$ cat src/rtl/led_pattern_gen_if.sv
// Pattern-select inputs and LED bank output of led_pattern_gen, bundled for the board top.
// master drives MODE/PAUSE and observes LEDG; slave is the pattern engine.
interface led_pattern_gen_if #(
   parameter int unsigned LED_W = 8
);
   logic [1:0]       MODE;
   logic             PAUSE;
   logic [LED_W-1:0] LEDG;

   modport master (output MODE, output PAUSE, input LEDG);
   modport slave  (input MODE, input PAUSE, output LEDG);
endinterface

$ cat src/rtl/led_pattern_gen.sv
// LED pattern engine: prescaler ticks step a pattern in legacy, rotate, bounce or count mode.
// Define LED_PATTERN_BOUNCE_EN to build the bounce mode; otherwise mode 2 is a second rotate.
module led_pattern_gen #(
   parameter int unsigned LED_W    = 8,
   parameter int unsigned CNT_W    = 28,
   parameter int unsigned SLOW_BIT = 25,
   parameter int unsigned FAST_BIT = 23
) (
   input logic              CLOCK_50,
   input logic              RESET_N,
   led_pattern_gen_if.slave bus
);

   typedef enum logic [1:0] {
      MODE_LEGACY = 2'd0,
      MODE_ROTATE = 2'd1,
      MODE_BOUNCE = 2'd2,
      MODE_COUNT  = 2'd3
   } mode_e;

   logic [CNT_W-1:0] cnt_q, cnt_d;
   logic [2:0]       fast_dly_q, fast_dly_d;
   logic [2:0]       slow_dly_q, slow_dly_d;
   logic [1:0]       mode_s1_q, mode_s1_d;
   logic [1:0]       mode_s2_q, mode_s2_d;
   logic             pause_s1_q, pause_s1_d;
   logic             pause_s2_q, pause_s2_d;
   mode_e            mode_q, mode_d;
   logic [LED_W-1:0] ledg_q, ledg_d;
   logic             fast_tick_c;
   logic             slow_tick_c;
   logic [LED_W-1:0] rot_c;

`ifdef LED_PATTERN_BOUNCE_EN
   typedef enum logic {
      DIR_LEFT  = 1'b0,
      DIR_RIGHT = 1'b1
   } dir_e;

   dir_e dir_q, dir_d;
   logic onehot_c;

   assign onehot_c = (ledg_q != '0) && ((ledg_q & (ledg_q - LED_W'(1))) == '0);
`endif

   // One-cycle tick per rising edge of each tapped prescaler bit.
   assign fast_tick_c = !fast_dly_q[2] && fast_dly_q[1];
   assign slow_tick_c = !slow_dly_q[2] && slow_dly_q[1];

   // An empty pattern re-seeds instead of rotating zeros forever.
   assign rot_c = (ledg_q == '0) ? LED_W'(1) : {ledg_q[LED_W-2:0], ledg_q[LED_W-1]};

   assign bus.LEDG = ledg_q;

   always_comb begin
      cnt_d      = cnt_q + CNT_W'(1);
      fast_dly_d = {fast_dly_q[1:0], cnt_q[FAST_BIT]};
      slow_dly_d = {slow_dly_q[1:0], cnt_q[SLOW_BIT]};
      mode_s1_d  = bus.MODE;
      mode_s2_d  = mode_s1_q;
      pause_s1_d = bus.PAUSE;
      pause_s2_d = pause_s1_q;
      mode_d     = mode_q;
      ledg_d     = ledg_q;
`ifdef LED_PATTERN_BOUNCE_EN
      dir_d      = dir_q;
`endif

      // A mode change wins over ticks and pause, and loads the mode's seed.
      if (mode_s2_q != mode_q) begin
         mode_d = mode_e'(mode_s2_q);
         ledg_d = ((mode_s2_q == MODE_ROTATE) || (mode_s2_q == MODE_BOUNCE)) ? LED_W'(1) : '0;
`ifdef LED_PATTERN_BOUNCE_EN
         dir_d  = DIR_LEFT;
`endif
      end else if (!pause_s2_q) begin
         case (mode_q)
            MODE_LEGACY: begin
               if (fast_tick_c) ledg_d[LED_W-1:1] = ledg_q[LED_W-2:0];
               if (slow_tick_c) ledg_d[0] = ~ledg_q[0];
            end
`ifdef LED_PATTERN_BOUNCE_EN
            MODE_ROTATE: begin
               if (fast_tick_c) ledg_d = rot_c;
            end
            MODE_BOUNCE: begin
               if (fast_tick_c) begin
                  if (!onehot_c) begin
                     ledg_d = LED_W'(1);
                     dir_d  = DIR_LEFT;
                  end else if (dir_q == DIR_LEFT) begin
                     if (ledg_q[LED_W-1]) begin
                        dir_d  = DIR_RIGHT;
                        ledg_d = ledg_q >> 1;
                     end else begin
                        ledg_d = ledg_q << 1;
                     end
                  end else begin
                     if (ledg_q[0]) begin
                        dir_d  = DIR_LEFT;
                        ledg_d = ledg_q << 1;
                     end else begin
                        ledg_d = ledg_q >> 1;
                     end
                  end
               end
            end
`else
            MODE_ROTATE, MODE_BOUNCE: begin
               if (fast_tick_c) ledg_d = rot_c;
            end
`endif
            MODE_COUNT: begin
               if (slow_tick_c) ledg_d = ledg_q + LED_W'(1);
            end
         endcase
      end
   end

   always_ff @(posedge CLOCK_50 or negedge RESET_N) begin
      if (!RESET_N) begin
         cnt_q      <= '0;
         fast_dly_q <= '0;
         slow_dly_q <= '0;
         mode_s1_q  <= '0;
         mode_s2_q  <= '0;
         pause_s1_q <= 1'b0;
         pause_s2_q <= 1'b0;
         mode_q     <= MODE_LEGACY;
         ledg_q     <= '0;
`ifdef LED_PATTERN_BOUNCE_EN
         dir_q      <= DIR_LEFT;
`endif
      end else begin
         cnt_q      <= cnt_d;
         fast_dly_q <= fast_dly_d;
         slow_dly_q <= slow_dly_d;
         mode_s1_q  <= mode_s1_d;
         mode_s2_q  <= mode_s2_d;
         pause_s1_q <= pause_s1_d;
         pause_s2_q <= pause_s2_d;
         mode_q     <= mode_d;
         ledg_q     <= ledg_d;
`ifdef LED_PATTERN_BOUNCE_EN
         dir_q      <= dir_d;
`endif
      end
   end

endmodule

$ cat src/flat_wrapper.sv
// flat-port wrapper written by rule: the top's interface ports become plain ports
module led_pattern_gen_flat 
#(
   parameter int unsigned LED_W    = 8,
   parameter int unsigned CNT_W    = 28,
   parameter int unsigned SLOW_BIT = 25,
   parameter int unsigned FAST_BIT = 23
)
  (CLOCK_50, RESET_N, bus_MODE, bus_PAUSE, bus_LEDG);
  led_pattern_gen_if #(.LED_W(LED_W)) bus_i ();
  input logic CLOCK_50;
  input logic RESET_N;
  input wire logic [$bits(bus_i.MODE)-1:0] bus_MODE;
  input wire logic [$bits(bus_i.PAUSE)-1:0] bus_PAUSE;
  output wire logic [$bits(bus_i.LEDG)-1:0] bus_LEDG;
  assign bus_i.MODE = bus_MODE;
  assign bus_i.PAUSE = bus_PAUSE;
  assign bus_LEDG = bus_i.LEDG;
  led_pattern_gen #(.LED_W(LED_W), .CNT_W(CNT_W), .SLOW_BIT(SLOW_BIT), .FAST_BIT(FAST_BIT)) u_core (.CLOCK_50(CLOCK_50), .RESET_N(RESET_N), .bus(bus_i));
endmodule
$ cat config.mk
export PLATFORM = sky130hd
export DESIGN_NAME = led_pattern_gen_flat
export DESIGN_NICKNAME = d
export VERILOG_FILES = /design/src/rtl/led_pattern_gen_if.sv /design/src/rtl/led_pattern_gen.sv /design/src/flat_wrapper.sv
export SDC_FILE = /design/constraint.sdc
export NUM_CORES = 1
export LEC_CHECK = 0
export ABC_AREA = 1
export CORE_ASPECT_RATIO = 1.4
export CORE_MARGIN = 4
export CORE_UTILIZATION = 40
export DETAILED_ROUTE_END_ITERATION = 16
export SKIP_LAST_GASP = 1
export SYNTH_ARGS = -nofsm -noshare
export SYNTH_HDL_FRONTEND = slang
export SYNTH_SLANG_ARGS = --single-unit
$ cat constraint.sdc
create_clock -name CLOCK_50 -period 1.31 [get_ports CLOCK_50]
set_input_delay 0.393 -clock CLOCK_50 [delete_from_list [all_inputs] [get_ports CLOCK_50]]
set_output_delay 0.393 -clock CLOCK_50 [all_outputs]
set_load 0.05 [all_outputs]
==> out/metrics.yaml, run 1 <==
max_slew.worst_pin.slew_ns: 0.2565
fp.dieH_um: 101.9
pre_cts_slack_ns: -0.1134
timing.critical_path.arrival_ns: 1.64
cell_area_after_synthesis_sq_mm: 0.002521
placed_instance_area_sq_mm: 0.003022
worstPathCellList: "inv_2 > ha_4 > nand2_2 > nand3_2 > nand2_4 > nand2_8 > nor2_4 > nand2_1 > nand2_1"
final_cycle_share: 1.073
final_core_util: 0.5613
clock-root-buffer: "sky130_fd_sc_hd__clkbuf_8"
grt-ovfl-total: 0
startpoint_type: "flop"
synth_largest_type_area_fraction: 0.4764
dp_hpwl_um: 3963
syn-mean-instance-area_sq_um: 7.854
post-route-min-period_ns: 1.406
synth_cells: 321
antenna_cells: 0
fin_skew_ns: 0.007594
gp_congestion: 0.8494
floorplan.die.width_um: 75.10
clk_transition_reported_paths_ns: 0.08
nFillCells: 547
maximum_number_of_pins_on_one_net_before_global_route_repair: 49
placement_rows: 34
drt.antenna.violating_nets: 0
hold_class: "input port to async pin"
finalSetupViolCount: 12
setup.worst_path.end_class: "flop"
nets: 393
initial_utilization: 0.4087
synth-async-reset-ratio: 1.000
routed_wirelength_um: 5522
max_cap_violations: 0
maxSlewViolCount: 0
cts_hold_buf: 0
timing.setup.critical_path_class: "flop to flop"
synth_top_cells_by_count: "118 x sky130_fd_sc_hd__nand2_1, 48 x sky130_fd_sc_hd__dfrtp_1, 39 x sky130_fd_sc_hd__inv_1"
via_count_of_the_first_global_routing_pass: 2081
relSlewSlack: 0.8290
violated_checks: "negative setup slack"
timing.critical_path.slowest_cell_delay_ns: 0.42
synthFlopType: "sky130_fd_sc_hd__dfrtp_1"
synthDistinctLibCells: 27
cts_buffers: 5
cp.required_ns: 1.54
drt_iter0_drc: 65
route.detailed.drc: 0
status: "finished, violations left"
synthToLayoutAreaGrowth_pct: 37.32
via_per_inst: 4.789
setup_ws_ns: -0.09587
cts-htree-levels: 2
grt_pass1_wl_um: 8990
io_pins: 13
critPathSlowestCell: "sky130_fd_sc_hd__dfrtp_1"
synthesis_stage_register_bit_count: 48
peakVddDrop_mv: 0.8082
post_route_cell_area_sq_mm: 0.003462
critPathMaxFanout: 6
drtPass1Iterations: 4
synth_nets: 331
buffer_ports.inserted: 12
grtUsageTotal: 0.1529
grt_antenna_before_repair: 0
crit_path_frequent_cell: "sky130_fd_sc_hd__nand2_1"
tritoncts_clock_tree: "done"
post_route_cells_drive_above_1_share: 0.3516
leakage_power_figure_nw: 1.678
synth_edf_count: 0
dieArea_sq_mm: 0.007655
synth_top_cells_by_area: "sky130_fd_sc_hd__dfrtp_1 48%, sky130_fd_sc_hd__nand2_1 18%, sky130_fd_sc_hd__inv_1 5.8%, sky130_fd_sc_hd__xor2_1 4.9%, sky130_fd_sc_hd__nor2_1 3.9%"
post_drt_wl_per_cell_um: 12.11
tritoncts_num_sinks: 48
power_density_mw_per_mm2: 855.5
clock_latency_ns: 0.30
cts_buffer_depth: 2
register_area_share_after_synthesis: 0.4764
grt_setup_unrepaired: "true"
placeableCoreArea_sq_mm: 0.006168
hold_viol_final: 0
via_count: 2184
yosysWarnings: 0
yosys.area.top_type: "sky130_fd_sc_hd__dfrtp_1"
max_freq_mhz: 711.3
synth.most_common_cell: "sky130_fd_sc_hd__nand2_1"
## routing by layer
metal | GRT usage | up-vias | wire length [um] | part of all wire
met5 | 0 | - | 0 | 0
met4 | 0.05068 | 0 | 116 | 0.021
met3 | 0.02264 | 10 | 104 | 0.019
met2 | 0.2913 | 23 | 3092 | 0.56
met1 | 0.1672 | 1038 | 2208 | 0.40
li1 | - | 1113 | - | -
## cell type report
class                           count  area, sq um  area share
Multi-Input combinational cell    228         1339      0.3867
Clock buffer                        6        82.58     0.02385
Inverter                           42        157.7     0.04554
Tap cell                           72        90.09     0.02602
Clock inverter                      2        15.01    0.004337
Sequential cell                    48         1210      0.3495
Timing Repair Buffer               58        568.0      0.1641
## per-stage QoR
step / hold slack [ns] / instances / TNS [ns] / power [mW]
after floorplan: 0.09741 / 321 / -0.09533 / 1.786
after detailed placement: 0.3356 / 424 / -0.6591 / 1.994
after global routing: 0.06688 / 456 / -2.114 / 3.118
after global placement: 0.3318 / 424 / -0.2373 / 1.989
final: 0.05765 / 456 / -0.8750 / 2.962
after CTS: 0.07030 / 442 / -0.8251 / 2.967
## critical path: cells and delay by family (launching register included)
family / cells / cell delay [ns]
simple gates: 7 / 0.63
flops: 1 / 0.42
fa+ha+maj: 1 / 0.21
buf+inv: 1 / 0.09
## report_power, final
| group | internal (mW) | switching (mW) | total (mW) |
|---|---|---|---|
| logic | 0.242 | 0.274 | 0.517 |
| registers | 1.51 | 0.0251 | 1.53 |
| clock network | 0.427 | 0.485 | 0.913 |
| total | 2.18 | 0.785 | 2.96 |
## sequential cells by signal (all words and copies together), names as in the netlist, 2 cells and up
signal             flops
u_core.slow_dly_q      3
u_core.mode_s1_q       2
u_core.bus.LEDG        8
u_core.fast_dly_q      3
u_core.mode_q          2
u_core.cnt_q          26
u_core.mode_s2_q       2
## cell families (layout without fill, tap and decap cells)
family,Yosys count,in the layout,share of synthesized area
buffers and inverters,45,108,0.06749
adders and majority gates,5,5,0.02481
AOI/OAI and AO/OA,11,11,0.02332
and+or+nand+nor,195,195,0.3489
DFF,48,48,0.4764
xor gates and xnor gates,17,17,0.05906
## layout by cell type (no fill, tap or decap)
cell and instances:
sky130_fd_sc_hd__nand2_1 105, sky130_fd_sc_hd__buf_4 41, sky130_fd_sc_hd__dfrtp_1 41, sky130_fd_sc_hd__inv_1 35, sky130_fd_sc_hd__nand2_2 16, sky130_fd_sc_hd__nand3_1 14
sky130_fd_sc_hd__xor2_1 14, sky130_fd_sc_hd__nor2_2 13, sky130_fd_sc_hd__nor2_1 13, sky130_fd_sc_hd__buf_12 9, sky130_fd_sc_hd__nand4_1 8, sky130_fd_sc_hd__nor2_4 7
sky130_fd_sc_hd__inv_2 7, sky130_fd_sc_hd__dfrtp_2 7, sky130_fd_sc_hd__clkbuf_8 6, sky130_fd_sc_hd__nor3_2 5, sky130_fd_sc_hd__buf_6 4, sky130_fd_sc_hd__nand3b_1 3
sky130_fd_sc_hd__xnor2_1 3, sky130_fd_sc_hd__o21ai_0 3, sky130_fd_sc_hd__ha_4 3, sky130_fd_sc_hd__clkdlybuf4s50_1 3, sky130_fd_sc_hd__nor3_1 2, sky130_fd_sc_hd__nand2_4 2
sky130_fd_sc_hd__nand3_2 2, sky130_fd_sc_hd__o21ai_2 2, sky130_fd_sc_hd__a21oi_1 2, sky130_fd_sc_hd__ha_2 2, sky130_fd_sc_hd__clkinvlp_4 2, sky130_fd_sc_hd__nor3_4 1
sky130_fd_sc_hd__nor3b_2 1, sky130_fd_sc_hd__and3_4 1, sky130_fd_sc_hd__nand2_8 1, sky130_fd_sc_hd__o22ai_1 1, sky130_fd_sc_hd__a21boi_1 1, sky130_fd_sc_hd__o21ai_1 1
sky130_fd_sc_hd__or2_2 1, sky130_fd_sc_hd__a21oi_2 1, sky130_fd_sc_hd__buf_2 1
## what timing repair did
action / CTS / global route
buffers inserted: 12 / 14
pin swaps: 9 / 13
resized for setup: 15 / 33
endpoints found under the setup margin: 17 / 30
## path summary, 6_finish.rpt
path,from,endpoint,slack (ns),depth (start not counted)
worst min-delay path,RESET_N,u_core.bus.LEDG[5],0.06,2
max in group asynchronous,RESET_N,u_core.cnt_q[2],1.01,2
min in group CLOCK_50,u_core.mode_s1_q[1],u_core.mode_s2_q[1],0.35,0
worst max register to register,u_core.mode_q[1],u_core.bus.LEDG[2],-0.1,9
worst min register to register,u_core.mode_s1_q[1],u_core.mode_s2_q[1],0.35,0
worst max-delay path,u_core.mode_q[1],u_core.bus.LEDG[2],-0.1,9
Power figures use the tool's default switching activity.
==> run 2: changes to the inputs <==
DONT_BUFFER_PORTS = 1   (was not set)
==> run 2 against run 1 <==
Effect of this change:
- utilization is 3.0 points lower
- clock skew increased by 0.0041 ns
- count of clock-buffer cells in the layout unchanged
- largest cell class unchanged
- the run ends with negative hold slack, negative setup slack left
==> out/metrics.yaml, run 2 (synthesized netlist as in run 1, its figures left out) <==
place.detailed.instances: 422
dp_hpwl_um: 4052
via_count: 2072
timing.critical_path.arrival_ns: 1.65
tritoncts_num_sinks: 48
final_cycle_share: 1.076
critPathMaxFanout: 8
gp_congestion: 0.8505
grt_pass1_wl_um: 9066
finalSetupViolCount: 12
timing.setup.critical_path_class: "flop to flop"
hold_viol_final: 48
floorplan.die.width_um: 75.10
layout_common_cells: "104 x sky130_fd_sc_hd__nand2_1, 42 x sky130_fd_sc_hd__dfrtp_1, 34 x sky130_fd_sc_hd__inv_1, 34 x sky130_fd_sc_hd__buf_4, 17 x sky130_fd_sc_hd__nand2_2"
rr_worst_depth: 9
grtUsageTotal: 0.1566
dieArea_sq_mm: 0.007655
initial_utilization: 0.4087
post_route_cells_drive_above_1_share: 0.3297
leakage_power_figure_nw: 1.601
clock_latency_ns: 0.30
route.detailed.drc: 0
via_per_inst: 4.688
setup_ws_ns: -0.1001
max_slew.worst_pin.slew_ns: 0.2608
violated_checks: "negative hold slack, negative setup slack"
final_cells: 442
cp.required_ns: 1.55
buffer_ports.inserted: 0
cts_buffer_depth: 2
drtPass1Iterations: 4
clk_transition_reported_paths_ns: 0.09
routed_wirelength_um: 5450
design_power_total_mw: 3.031
setup.worst_path.end_class: "flop"
grt_antenna_before_repair: 0
placement_rows: 34
synthToLayoutAreaGrowth_pct: 29.93
cts-htree-levels: 2
startpoint_type: "flop"
clock-root-buffer: "sky130_fd_sc_hd__clkbuf_8"
fp.dieH_um: 101.9
relSlewSlack: 0.8261
tritoncts_clock_tree: "done"
grt_setup_unrepaired: "true"
ff2ff_setup_slack_ns: -0.10
grt-ovfl-total: 0
drt.antenna.violating_nets: 0
maximum_number_of_pins_on_one_net_before_global_route_repair: 49
max_cap_violations: 0
antenna_cells: 0
post_drt_wl_per_cell_um: 12.33
top_register: "u_core.cnt_q"
status: "finished, violations left"
cts_buffers: 5
largest_register_ffs: 26
drt_iter0_drc: 61
max_freq_mhz: 709.2
hold_class: "input port to async pin"
post-route-min-period_ns: 1.410
most_common_cell_after_layout_fill_and_taps_aside: "sky130_fd_sc_hd__nand2_1"
power_density_mw_per_mm2: 925.3
peakVddDrop_mv: 0.8022
nets: 379
maxSlewViolCount: 0
fin_skew_ns: 0.01166
fin_hold_ws_ns: -0.2269
worst_r2r_startpoint: "u_core.mode_q[1]"
io_pins: 13
rr_endpoint: "u_core.bus.LEDG[7]"
placeableCoreArea_sq_mm: 0.006168
via_count_of_the_first_global_routing_pass: 2082
[run 2: cell types whose count changed in the layout (fill, tap and decap cells not counted), sizes merged]
cell,delta
clkinv,+1
buf,-11
clkdlybuf4s50,-3
bufinv,+1
clkinvlp,-2
[run 2: worst max-delay path by stage]
| stage | from | to | cells after the start |
|---|---|---|---|
| 2_1_floorplan | u_core.bus.LEDG[0] | u_core.bus.LEDG[2] | 9 |
| 3_3_place_gp | u_core.mode_q[1] | u_core.bus.LEDG[4] | 9 |
| 3_5_place_dp | u_core.mode_q[1] | u_core.bus.LEDG[3] | 9 |
| 4_1_cts | u_core.mode_q[1] | u_core.bus.LEDG[3] | 9 |
| 5_1_grt | u_core.mode_q[1] | u_core.bus.LEDG[2] | 9 |
| 6_report | u_core.mode_q[1] | u_core.bus.LEDG[7] | 9 |
[run 2: per-layer routing]
| metal | vias up | global-route usage | wire, um |
|---|---|---|---|
| met5 | - | 0 | 0 |
| met4 | 0 | 0.05890 | 104 |
| met3 | 8 | 0.02657 | 121 |
| met2 | 27 | 0.2980 | 3100 |
| met1 | 951 | 0.1662 | 2124 |
| li1 | 1086 | - | - |
[run 2: worst max-delay path, stage by stage, from the launching register on]
cell	delay, ns
sky130_fd_sc_hd__dfrtp_1	0.42
sky130_fd_sc_hd__inv_2	0.09
sky130_fd_sc_hd__ha_4	0.21
sky130_fd_sc_hd__nand2_2	0.05
sky130_fd_sc_hd__nand3_2	0.08
sky130_fd_sc_hd__nand2_4	0.10
sky130_fd_sc_hd__nand2_4	0.09
sky130_fd_sc_hd__nor2_4	0.19
sky130_fd_sc_hd__nand2_1	0.08
sky130_fd_sc_hd__nand2_1	0.05
[run 2: where the power goes]
group	internal [mW]	switching [mW]	total [mW]
combinational	0.162	0.212	0.374
clock	0.624	0.491	1.12
sequential	1.51	0.0342	1.54
[run 2: per-stage QoR]
stage | instance area [sq um] | setup TNS, ns | setup WS [ns] | utilization | hold WS (ns)
floorplan | 2580 | -0.09533 | -0.04379 | - | 0.09741
global placement | 2889 | -0.1650 | -0.03270 | 0.4684 | 0.09901
detailed placement | 2889 | -0.4416 | -0.07146 | 0.4684 | 0.09887
CTS | 3113 | -0.6098 | -0.06695 | 0.5047 | -0.2348
global route | 3276 | -1.765 | -0.1755 | 0.5310 | -0.2488
finish | 3276 | -0.7277 | -0.1001 | 0.5310 | -0.2269
[run 2: layout make-up]
| type | instances | area (sq um) |
|---|---|---|
| Clock inverter | 2 | 38.79 |
| Multi-Input combinational cell | 228 | 1320 |
| Clock buffer | 6 | 82.58 |
| Inverter | 42 | 160.2 |
| Tap cell | 72 | 90.09 |
| Sequential cell | 48 | 1209 |
| Fill cell | 616 | 2893 |
| Timing Repair Buffer | 44 | 375.4 |
[run 2: what timing repair did]
item / in CTS / in global routing
pin swaps: 6 / 17
setup buffers: 8 / 5
gates resized for setup: 14 / 41
endpoints found under the setup margin: 16 / 29
endpoints found under the hold margin: 48 / 48
